File: config.mk
export PLATFORM = sky130hd
export DESIGN_NAME = mem_access_ctrl
export DESIGN_NICKNAME = d
export VERILOG_FILES = /design/src/rtl/mem_access_ctrl.sv
export SDC_FILE = /design/constraint.sdc
export NUM_CORES = 1
export LEC_CHECK = 0
export ABC_CLOCK_PERIOD_IN_PS = 15730
export CAP_MARGIN = 20
export CORE_AREA = 2 2 182 184
export DETAILED_ROUTE_END_ITERATION = 12
export DIE_AREA = 0 0 184 186
export DONT_BUFFER_PORTS = 1
export PLACE_DENSITY = 0.48
export SYNTH_ARGS = -nofsm -noshare
export SYNTH_HDL_FRONTEND = slang
export SYNTH_SLANG_ARGS = --single-unit
File: constraint.sdc
create_clock -name clk -period 15.73 [get_ports clk]
set_clock_uncertainty 0.05 [all_clocks]
set_input_delay 0.7865 -clock clk [delete_from_list [all_inputs] [get_ports clk]]
set_output_delay 0.7865 -clock clk [all_outputs]
set_load 0.005 [all_outputs]
File: src/rtl/mem_access_ctrl.sv
// mem_access_ctrl: Y86-64 memory-stage controller that issues one data-memory request
// per accepted start, with address range checking and a bounded wait for acknowledge.
module mem_access_ctrl #(
    parameter int MEM_WORDS = 1024,
    parameter int TIMEOUT   = 15
) (
    input  logic        clk,
    input  logic        rst,
    input  logic        start,
    input  logic [3:0]  icode,
    input  logic [63:0] valA,
    input  logic [63:0] valE,
    input  logic [63:0] valP,
    output logic        mem_req,
    output logic        mem_we,
    output logic [63:0] mem_addr,
    output logic [63:0] mem_wdata,
    input  logic        mem_ack,
    input  logic [63:0] mem_rdata,
    input  logic        mem_err,
    output logic        busy,
    output logic        done,
    output logic [63:0] valM,
    output logic        dmem_error,
    output logic        func_error
);
    localparam int          CW    = $clog2(TIMEOUT + 1);
    localparam logic [63:0] LIMIT = 64'(MEM_WORDS);

    typedef enum logic [1:0] {IDLE, REQ, DONE} state_t;

    state_t        state, state_n;
    logic [CW-1:0] wait_cnt;
    logic          is_wr, is_rd, is_inv, in_range;
    logic          accept, issue, ack, expire;
    logic [63:0]   op_addr, op_data;

    always_comb begin
        is_wr    = icode == 4'h4 || icode == 4'h8 || icode == 4'hA;
        is_rd    = icode == 4'h5 || icode == 4'h9 || icode == 4'hB;
        is_inv   = icode >= 4'hC;
        // ret and popq address through the stack pointer in valA
        op_addr  = (icode == 4'h9 || icode == 4'hB) ? valA : valE;
        op_data  = icode == 4'h8 ? valP : valA;
        in_range = op_addr < LIMIT;
        accept   = state == IDLE && start;
        issue    = accept && (is_wr || is_rd) && in_range;
        ack      = state == REQ && mem_ack;
        expire   = state == REQ && !mem_ack && wait_cnt == CW'(TIMEOUT - 1);
        state_n  = state == IDLE ? (accept ? (issue ? REQ : DONE) : IDLE) :
                   state == REQ  ? ((ack || expire) ? DONE : REQ) : IDLE;
    end

    assign mem_req = state == REQ;
    assign busy    = state != IDLE;
    assign done    = state == DONE;

    always_ff @(posedge clk or posedge rst) begin
        if (rst) state <= IDLE;
        else     state <= state_n;
    end

    always_ff @(posedge clk or posedge rst) begin
        if (rst) begin
            wait_cnt   <= '0;
            mem_we     <= 1'b0;
            mem_addr   <= '0;
            mem_wdata  <= '0;
            valM       <= '0;
            dmem_error <= 1'b0;
            func_error <= 1'b0;
        end else begin
            if (accept) begin
                dmem_error <= (is_wr || is_rd) && !in_range;
                func_error <= is_inv;
            end
            if (issue) begin
                mem_we    <= is_wr;
                mem_addr  <= op_addr;
                mem_wdata <= op_data;
                wait_cnt  <= '0;
            end else if (state == REQ && !mem_ack) begin
                wait_cnt <= wait_cnt + 1'b1;
            end
            // an ack in the final wait cycle takes priority over the timeout
            if ((ack && mem_err) || expire) dmem_error <= 1'b1;
            if (ack && !mem_err && !mem_we) valM <= mem_rdata;
        end
    end
endmodule

==> out/results.ini <==
[status]
outcome = completed

[timing]
fin_crit_ns = 2.98
fmax_mhz = 335
setup_viol_count_final = 0
slew_violations = 0
slew-limit-headroom_pct = 38.2
finalHoldViolations = 0
fin_ws_ns = 12.75
fin_tns_setup_ns = 0
finalCritPeriodShare_pct = 19.0
worst_pin_slew_ns = 0.927
rsz0062_at_grt = no

[clock_network]
postCtsResizedCells = 0
clockBufferDepth = 3
hold_buffers = 0
cts_buffers = 22
cts_num_sinks = 201
h-tree-depth = 1
postCtsSetupRepairBufs = 0
cts_tree = done
insertion_delay_ns = 0.51
clk_pin_slew_ns = 0.06
clock-root-buffer = clkbuf_16

[critical_path]
r2r-start = state[0]
required_ns = 16.08
rr_worst_depth = 6
path_class = in -> reg
cp.arrival_ns = 3.33
r2r_slack_ns = 13.10
endpoint_kind = register
max_stage_delay_ns = 0.71
cp_cell_sequence = nor4_1, nand4_1, mux2i_1, and4_4, buf_16, mux2_2
cp_slowest_cell = nor4_1
critical_path.max_fanout = 61
r2r_end = mem_addr[0]
start_kind = input pin

[routing]
vias = 4842
ant_nets = 0
via_per_inst = 4.82
drt_wl_total_mm = 23.5
remaining_drc_errors = 0
drtIter0Drc = 134
post_drt_wl_per_cell_um = 23.4
drtPass1Iterations = 4

[logic_synthesis]
synth_top_area_share_pct = 59.5
syn_nets = 846
yosysUniqueCellTypes = 30
synth_top_area_cell = dfrtp_1
yosys_warnings = 0
ys_seq_elements = 201
synth_area_um2 = 8450
synth_cells = 579
avgSynthCellArea_um2 = 14.6
ys_top_cells_by_area = dfrtp_1, mux2_2, and2_1
synth-seq-area-share_pct = 59.5

[grt]
grt_use_total_pct = 12.8
antenna_found_initial = 5
grt_pass1_vias = 5241
grt_pass1_wl_mm = 32.8
grt_overflow = 0
grt_max_degree = 133

[finish]
nets = 846
syn_to_final_growth_pct = 13.8
fin_cells = 1005
drive_gt1_share_pct = 42.7
finalInstanceArea_um2 = 9620
final_util_pct = 29.9

[power]
power_leakage_uw = 0.00459
ir_drop_v = 0.0000681
power_density_nw_per_um2 = 111

[place]
pre_cts_ws_ns = 11.97
placed_area_um2 = 8850
gp_congestion = 0.883
dp.cells = 962
hpwl_mm = 18.1
io_buffers = 0

[floorplanning]
initial_core_util_pct = 26.2
fp.dieW_um = 184
core_area_um2 = 32200
ios = 463
die_area_um2 = 34200
num_rows = 66
die_y_um = 186

[run]
drv_cap = 0

[hold_path]
hold_class = in -> async

[Yosys cell counts (all sizes together)]
master	n
a21oi	2
a221o	1
a22oi	1
and2	54
and3	1
and4	2
buf	19
clkbuf	10
dfrtp	201
ha	2
inv	7
mux2	212
mux2i	4
nand2	5
nand2b	2
nand3	1
nand3b	1
nand4	8
nand4b	2
nor2	9
nor2b	1
nor3	1
nor4	26
o21ai	3
o31ai	1
xnor2	1
xor2	2
[cell usage in the layout (no fill, tap or decap), types with 2 or more instances in the layout]
| master | instances |
|---|---|
| a21oi_1 | 2 |
| and2_1 | 54 |
| buf_4 | 4 |
| bufinv_16 | 2 |
| clkbuf_1 | 3 |
| clkbuf_16 | 22 |
| clkbuf_8 | 5 |
| clkinv_2 | 4 |
| dfrtp_1 | 201 |
| diode_2 | 4 |
| ha_1 | 2 |
| inv_1 | 6 |
| mux2_1 | 5 |
| mux2_2 | 207 |
| mux2i_1 | 4 |
| nand2_1 | 5 |
| nand2b_1 | 2 |
| nand4_1 | 8 |
| nand4b_1 | 2 |
| nor2_1 | 9 |
| nor4_1 | 26 |
| o21ai_0 | 3 |
| xor2_1 | 2 |
[cells by family (layout without fill, tap and decap cells)]
kind of cell | Yosys count | after routing | share of synthesized area, %
AO/OA/AOI/OAI | 8 | 8 | 0.651
XOR/XNOR | 3 | 3 | 0.311
adder cells (fa/ha/maj) | 2 | 2 | 0.296
buffers and inverters | 36 | 50 | 2.24
flip-flops | 201 | 201 | 59.5
multiplexers | 216 | 216 | 28.7
other | 0 | 4 | 0
AND/OR/NAND/NOR | 113 | 113 | 8.26
[where the power goes]
group | switching, µW | internal (µW) | leakage, µW
logic | 19.6 | 14.3 | 0.00143
clock network | 203 | 313 | 0.000362
registers | 2.19 | 519 | 0.00280
total | 224 | 846 | 0.00459
[per-stage QoR]
step	total power, µW	hold slack (ns)
2_1_floorplan	556	0.423
3_3_place_gp	564	0.457
3_5_place_dp	566	0.449
4_1_cts	1090	0.263
5_1_grt	1120	0.277
6_report	1070	0.215
[critical path: cells and delay by family]
kind                   cells  cell delay, ns
AND/OR/NAND/NOR            3            1.47
multiplexers               2            0.68
buffers and inverters      1            0.30
[layer usage]
| layer | part of all wire [%] | global-route usage [%] | wire (µm) | up-vias |
|---|---|---|---|---|
| met3 | 12 | 5.77 | 2720 | 50 |
| met2 | 49 | 21.2 | 11400 | 299 |
| met5 | 0.14 | 0 | 34 | - |
| met4 | 3.9 | 5.34 | 925 | 6 |
| li1 | - | - | - | 2061 |
| met1 | 36 | 14.3 | 8390 | 2426 |
[registers in the layout (all words and copies together), names as in the netlist]
register and count:
dmem_error 1, func_error 1, mem_addr 64, mem_wdata 64, mem_we 1, state 2
valM 64, wait_cnt 4
[cell type report]
type	count	area, µm²
fill	3179	22600
sequential	201	5030
multi-input combinational	342	3240
clock buffer	30	631
tap	408	510
clock inverter	8	104
timing repair buffer	5	57.6
inverter	7	33.8
antenna	4	10.0
[worst max-delay path by stage]
stage / slack, ns / cells past startpoint / from / endpoint
3_3_place_gp: 12.15 / 5 / valA[53] / mem_wdata[6]
5_1_grt: 12.62 / 6 / valA[32] / mem_wdata[62]
3_5_place_dp: 11.97 / 5 / valA[53] / mem_addr[0]
2_1_floorplan: 9.41 / 1 / rst / dmem_error
4_1_cts: 12.52 / 5 / valA[53] / mem_wdata[35]
6_report: 12.75 / 6 / valA[53] / mem_addr[0]
Power figures use the tool's default switching activity.
